==> src/rtl/lcd_bus_writer.sv <==
// HD44780 bus write-cycle generator: valid/ready request in, timed RS/DB/E cycle out.
// Define LCD_4BIT_EN for a 4-bit bus (two nibble strobes on LcdData[7:4]); otherwise 8-bit.
module lcd_bus_writer #(
  parameter int SETUP_CYC      = 2,
  parameter int E_HIGH_CYC     = 12,
  parameter int HOLD_CYC       = 1,
  parameter int WAIT_SHORT_CYC = 2000,
  parameter int WAIT_LONG_CYC  = 82000
) (
  input  logic       Clock,
  input  logic       Reset,
  input  logic       InValid,
  output logic       InReady,
  input  logic       InRS,
  input  logic [7:0] InData,
  output logic       Busy,
  output logic       LcdE,
  output logic       LcdRS,
  output logic       LcdRW,
  output logic [7:0] LcdData
);

  localparam int CW = 17;

  // Counters load N-1 on state entry and leave the state when they read zero.
  localparam logic [CW-1:0] SETUP_LOAD = CW'(SETUP_CYC - 1);
  localparam logic [CW-1:0] E_LOAD     = CW'(E_HIGH_CYC - 1);
  localparam logic [CW-1:0] HOLD_LOAD  = CW'(HOLD_CYC - 1);
  localparam logic [CW-1:0] SHORT_LOAD = CW'(WAIT_SHORT_CYC - 1);
  localparam logic [CW-1:0] LONG_LOAD  = CW'(WAIT_LONG_CYC - 1);
  localparam logic [CW-1:0] CNT_ONE    = CW'(1);

  typedef enum logic [2:0] {
    S_IDLE,
    S_SETUP,
    S_PULSE,
    S_HOLD,
    S_EXEC
  } state_t;

  state_t        state_reg, state_next;
  logic [CW-1:0] cnt_reg, cnt_next;
  logic          rs_reg, rs_next;
  logic [7:0]    byte_reg, byte_next;
  logic          lcd_e_next;
  logic          lcd_rs_next;
  logic [7:0]    lcd_data_next;
  logic          ready_next;
  logic          cnt_zero;
  logic          long_cmd;
`ifdef LCD_4BIT_EN
  logic          nib_reg, nib_next;
`endif

  assign cnt_zero = (cnt_reg == '0);

  // Clear Display (0x01) and Return Home (0x02/0x03) need the long execution time.
  assign long_cmd = !rs_reg && (byte_reg[7:2] == 6'd0) && (byte_reg[1:0] != 2'd0);

  // Write-only interface: R/W is tied low.
  assign LcdRW = 1'b0;

  always_ff @(posedge Clock or posedge Reset) begin
    if (Reset) begin
      state_reg <= S_IDLE;
      cnt_reg   <= '0;
      rs_reg    <= 1'b0;
      byte_reg  <= 8'h00;
      LcdE      <= 1'b0;
      LcdRS     <= 1'b0;
      LcdData   <= 8'h00;
      InReady   <= 1'b1;
      Busy      <= 1'b0;
`ifdef LCD_4BIT_EN
      nib_reg   <= 1'b0;
`endif
    end else begin
      state_reg <= state_next;
      cnt_reg   <= cnt_next;
      rs_reg    <= rs_next;
      byte_reg  <= byte_next;
      LcdE      <= lcd_e_next;
      LcdRS     <= lcd_rs_next;
      LcdData   <= lcd_data_next;
      InReady   <= ready_next;
      Busy      <= ~ready_next;
`ifdef LCD_4BIT_EN
      nib_reg   <= nib_next;
`endif
    end
  end

  always_comb begin
    state_next    = state_reg;
    cnt_next      = cnt_reg;
    rs_next       = rs_reg;
    byte_next     = byte_reg;
    lcd_e_next    = LcdE;
    lcd_rs_next   = LcdRS;
    lcd_data_next = LcdData;
    ready_next    = InReady;
`ifdef LCD_4BIT_EN
    nib_next      = nib_reg;
`endif

    case (state_reg)
      S_IDLE: begin
        if (InValid && InReady) begin
          state_next  = S_SETUP;
          cnt_next    = SETUP_LOAD;
          rs_next     = InRS;
          byte_next   = InData;
          lcd_rs_next = InRS;
          ready_next  = 1'b0;
`ifdef LCD_4BIT_EN
          nib_next      = 1'b0;
          lcd_data_next = {InData[7:4], 4'b0000};
`else
          lcd_data_next = InData;
`endif
        end
      end

      S_SETUP: begin
        if (cnt_zero) begin
          state_next = S_PULSE;
          cnt_next   = E_LOAD;
          lcd_e_next = 1'b1;
        end else begin
          cnt_next = cnt_reg - CNT_ONE;
        end
      end

      S_PULSE: begin
        if (cnt_zero) begin
          state_next = S_HOLD;
          cnt_next   = HOLD_LOAD;
          lcd_e_next = 1'b0;
        end else begin
          cnt_next = cnt_reg - CNT_ONE;
        end
      end

      S_HOLD: begin
        if (cnt_zero) begin
`ifdef LCD_4BIT_EN
          // After the high nibble, run a second strobe for the low nibble.
          if (!nib_reg) begin
            state_next    = S_SETUP;
            cnt_next      = SETUP_LOAD;
            nib_next      = 1'b1;
            lcd_data_next = {byte_reg[3:0], 4'b0000};
          end else begin
            state_next = S_EXEC;
            cnt_next   = long_cmd ? LONG_LOAD : SHORT_LOAD;
          end
`else
          state_next = S_EXEC;
          cnt_next   = long_cmd ? LONG_LOAD : SHORT_LOAD;
`endif
        end else begin
          cnt_next = cnt_reg - CNT_ONE;
        end
      end

      S_EXEC: begin
        if (cnt_zero) begin
          state_next = S_IDLE;
          ready_next = 1'b1;
        end else begin
          cnt_next = cnt_reg - CNT_ONE;
        end
      end

      default: begin
        state_next = S_IDLE;
        cnt_next   = '0;
        lcd_e_next = 1'b0;
        ready_next = 1'b1;
      end
    endcase
  end

endmodule
==> config.mk <==
export PLATFORM = sky130hd
export DESIGN_NAME = lcd_bus_writer
export DESIGN_NICKNAME = d
export VERILOG_FILES = /design/src/rtl/lcd_bus_writer.sv
export SDC_FILE = /design/constraint.sdc
export NUM_CORES = 1
export LEC_CHECK = 0
export CAP_MARGIN = 20
export CORE_ASPECT_RATIO = 1.1
export CORE_UTILIZATION = 49
export DETAILED_ROUTE_END_ITERATION = 7
export PLACE_DENSITY = 0.82
export SLEW_MARGIN = 0
export SYNTH_ARGS = -nofsm -noshare
export SYNTH_HDL_FRONTEND = slang
export SYNTH_SLANG_ARGS = --single-unit
==> constraint.sdc <==
create_clock -name Clock -period 2.4 [get_ports Clock]
set_input_delay 0.48 -clock Clock [delete_from_list [all_inputs] [get_ports Clock]]
set_output_delay 0.48 -clock Clock [all_outputs]
set_load 0.005 [all_outputs]
==> Word level (Yosys, flattened, before mapping) <==
Cells that the tools add are included.
{ "totals": {"in_bits": 12, "wordCells": 53, "regBits": 32} }
{ "op_classes": {"muxes": 19, "n_eq_ne": 10, "n_bitwise": 2, "n_reduce_logical": 14, "addsub": 1} }
{ "ops": {"columns": ["cell", "count"], "rows": [
  ["two-way mux 17 bit", 6],
  ["case mux 17 bit (5 select lines)", 1],
  ["zero test 17 bit", 1],
  ["subtractor 17 x 1 -> 17 bit (second input constant)", 1],
  ["two-way mux 3 bit", 5],
  ["case mux 3 bit (5 select lines)", 1],
  ["!= test 2 bit (second input constant)", 6],
  ["equality test 3 x 2 -> 1 bit (second input constant)", 2],
  ["zero test 6 bit", 1],
  ["case mux 1 bit (3 select lines)", 2],
  ["OR reduction 3 bit", 2],
  ["AND reduction 5 bit", 1],
  ["two-way mux 1 bit", 4],
  ["AND reduction 2 bit", 2],
  ["equality test 3 x 1 -> 1 bit (second input constant)", 1],
  ["equality test 3 bit (second input constant)", 1],
  ["logical AND 1 bit", 3],
  ["zero test 3 bit", 1],
  ["AND reduction 3 bit", 1],
  ["NOT 1 bit", 2],
  ["nonzero test 2 bit", 1],
  ["zero test 1 bit", 1]
]} }

==> Logic depth before layout (Yosys ltp) <==
{ "depth": {"ltp_word": 6, "ltp_mapped": 10, "mapped_depth_nobuf": 7} }

==> Least setup slack after synthesis <==
No wires, ideal clock.
{ "synth_timing": {"path_type": "reg2reg", "from": "register cnt_reg[0]", "to": "register cnt_reg[11]", "setup_time_ns": 0.131, "path_slack_ns": 0.045, "period_less_slack_ns": 2.355, "required_ns": 2.269, "n_path_buf": 2, "stages_incl_launch_ff": 10, "arrival_ns": 2.224, "cell_sequence": "dfrtp_1 > inv_1 > ha_1 > buf_2 > or4b_1 > or4_4 > buf_6 > o2111ai_1 > xor2_1 > nor2_1"} }
{ "synth_between": {"elab_chain_len": 3, "word_cells_on_any_way": 9, "cone_classes": "1 x add/sub; 1 x eq/ne; 5 x mux; 2 x reduce/logical"} }
{ "synth_lines": {"columns": ["element", "line", "source"], "rows": [
  ["start, declared", "42", "logic [CW-1:0] cnt_reg, cnt_next;"],
  ["start signal, assigned", "79", "cnt_reg <= cnt_next;"],
  ["subtractor 17 x 1 -> 17 bit or zero test 17 bit (tied branches)", null, null],
  ["two-way mux 17 bit, or another cell as far along", "167", "if (cnt_zero) begin"],
  ["case mux 17 bit (5 select lines) or AND reduction 2 bit (tied branches)", null, null]
]} }
Several ways; a longest one is shown, not always the timed one. The select of a mux whose other input is x is not followed.
A chain may end at the register's enable or synchronous reset.

==> Final worst setup path <==
{ "layout_timing": {"from": "register cnt_reg[0]", "to": "register cnt_reg[3]"} }
The elaborated chain is that of the path after synthesis.

==> results.sh <==
export IMPL_multiInputGateArea_um2=971
export IMPL_fin_nets=246
export IMPL_hold_violations=0
export IMPL_slew_headroom_pct=60.4
export IMPL_finalMaxSlewViolations=0
export IMPL_firstDrtPassIters=4
export IMPL_startpoint_type="register"
export IMPL_ff2ff_setup_slack_ps=100
export IMPL_floorplan_initialDensity_pct=51.3
export IMPL_path_cells="inv_1 > ha_1 > or4b_1 > or4_4 > o21ai_4 > buf_4 > nand2_1 > nand2_1"
export IMPL_worst_path_max_delay_cell="or4_4"
export IMPL_max_freq_mhz=435
export IMPL_avgRoutedWirePerCell_um=15.4
export IMPL_core_um2=3630
export IMPL_crit_top_cell="nand2_1"
export IMPL_grt_pass1_wl_mm=7.51
export IMPL_status="finished clean"
export IMPL_required_ps=2630
export IMPL_final_antenna_net_count=0
export IMPL_n_antenna_cell=0
export IMPL_rows=23
export IMPL_drc=0
export IMPL_synthCells=202
export IMPL_leakage_nw=0.956
export IMPL_critPathBufInv=2
export IMPL_synthTopCellsByArea="dfrtp_1 (42%), mux2_2 (5.4%), nor2_1 (3.6%)"
export IMPL_p_per_area_nw_per_um2=437
export IMPL_dr_total_vias=1698
export IMPL_utilization_pct=63.1
export IMPL_cts_tree="done"
export IMPL_ys_seq_area_share_pct=43.1
export IMPL_design_die_area_um2=4050
export IMPL_ctsLongestPathBuffers=2
export IMPL_grt_max_degree=19
export IMPL_synthesis_nets=215
export IMPL_clock_skew_ps=6.81
export IMPL_io_buffer_count=23
export IMPL_cp_max_fo=10
export IMPL_totalWireLength_mm=4.38
export IMPL_die_w_um=60.8
export IMPL_synth_largest_area_cell="dfrtp_1"
export IMPL_ys_seq_elements=32
export IMPL_final_cell_area_um2=2290
export IMPL_gp_congestion=0.878
export IMPL_die_y_um=66.6
export IMPL_grt_overflow=0
export IMPL_maxCapViolations=0
export IMPL_cp_slowest_stage_delay_ps=590
export IMPL_largest_reg_flops=17
export IMPL_place_area_um2=2170
export IMPL_hp_class="reg2reg"
export IMPL_grt_pass1_vias=1604
export IMPL_dominantRegCellSynth="dfrtp_1"
export IMPL_hpwl_mm=3.19
export IMPL_syn_to_final_growth_pct=23.0
export IMPL_netlist_area_leader_share_pct=41.7
export IMPL_synth_edf_count=0
export IMPL_fin_crit_sh_pct=95.8
export IMPL_synth_warning_count=0
export IMPL_critical_path_arrival_ps=2530
export IMPL_clockRootBuffer="clkbuf_8"
export IMPL_vdd_drop_max_mv=0.349
export IMPL_fin_crit_ps=2300
export IMPL_regArea_um2=802
export IMPL_tightest_slew_ps=593
export IMPL_yosys_cell_types_count=51
export IMPL_routed_via_density=5.98
export IMPL_postSynth_asyncResetShare_pct=100
export IMPL_htreeDepth=2
export IMPL_cp_top_family="simple AND/OR/NAND/NOR gates"
export IMPL_clk_latency_ps=290
export IMPL_cts_made_buffers=5
export IMPL_cts_clk_slew_worst_paths_ps=60
export IMPL_layout_drive_gt1_share_pct=17.5
export IMPL_mappedNetlistArea_um2=1860
export IMPL_clkSinkCount=32
export IMPL_layout_setup_ws_ps=99.8
export IMPL_worstSetupPathType="reg2reg"
export IMPL_drt_iter0_drc=90
export IMPL_pin_count=25
export IMPL_crit_path_end_kind="register"
export IMPL_syn_area_per_cell_um2=9.21
export IMPL_grt_usage_pct=25.6
export IMPL_antenna_found_initial=0
export IMPL_fill_cells=333
export IMPL_dp_slack_ps=83.9
export IMPL_power_w=0.00100
export IMPL_finalSetupViolCount=0
## synthesized netlist by cell type, drive strengths merged, types with 2 or more instances
| library cell | instances |
|---|---|
| clkbuf | 5 |
| nor4 | 8 |
| dfrtp | 31 |
| or3 | 7 |
| a21oi | 11 |
| nand2 | 16 |
| or2 | 2 |
| o22ai | 4 |
| mux2 | 9 |
| inv | 10 |
| a31oi | 2 |
| nor3 | 10 |
| or4 | 5 |
| or4b | 2 |
| o2111ai | 3 |
| o21ai | 15 |
| xor2 | 5 |
| nor2 | 18 |
| nand3 | 5 |
| nand4 | 2 |
| o211ai | 3 |
| buf | 5 |
| nor2b | 5 |
## power by group
| group | switching, W | internal, W |
|---|---|---|
| clock network | 0.000195 | 0.000234 |
| registers | 0 | 0.000539 |
| logic | 0.0000139 | 0.0000190 |
| total | 0.000209 | 0.000792 |
## routing by layer
metal  wire length, µm  GRT usage [%]
met1              1870           32.4
met2              2170           40.4
met3               260           7.18
met4                86           11.1
met5                 0              0
## timing repair
action	in CTS	in global routing
hold endpoints to repair	0	0
resized for setup	0	2
setup buffers	0	3
hold buffers	0	0
setup endpoints to repair	0	9
## cell usage in the layout, fill, tap and decap left out, types with 6 or more instances in the layout
master and instances:
clkbuf_8 6, or3_1 6, mux2_2 9, clkdlybuf4s50_1 23, buf_4 10, inv_1 10, nor2_1 17, nand2_1 16
a21oi_1 10, o21ai_0 9, dfrtp_1 31, nor3_1 10
## area by class of cell
cell class | count | area share (%)
inverter | 10 | 1.64
tap | 50 | 2.73
timing repair buffer | 34 | 14.2
clock buffer | 8 | 3.94
multi-input combinational | 150 | 42.4
sequential | 32 | 35.0
## logic make-up after synthesis
logic type,Yosys count,share of synthesized area [%]
buffers and inverters,20,5.18
XOR/XNOR,6,2.82
flip-flops,32,43.1
AND/OR/NAND/NOR,85,25.5
multiplexers,9,5.45
other,1,0.202
AO/OA/AOI/OAI,48,17.1
adder cells (fa/ha/maj),1,0.672
## worst paths after layout
path                       startpoint          end  cells past startpoint
setup / recovery           cnt_reg[0]   cnt_reg[3]                      8
min in group asynchronous       Reset  byte_reg[5]                      2
hold reg to reg            cnt_reg[1]   cnt_reg[1]                      1
setup reg to reg           cnt_reg[0]   cnt_reg[3]                      8
hold / removal             cnt_reg[1]   cnt_reg[1]                      1
max in group asynchronous       Reset   cnt_reg[5]                      3
## per-stage QoR
stage,hold WS [ps],std cells,TNS (ps)
CTS,512,281,0
global route,549,284,-36.3
floorplan,463,202,0
finish,513,284,0
detailed placement,496,273,0
global placement,473,273,0
Power figures use the tool's default switching activity.
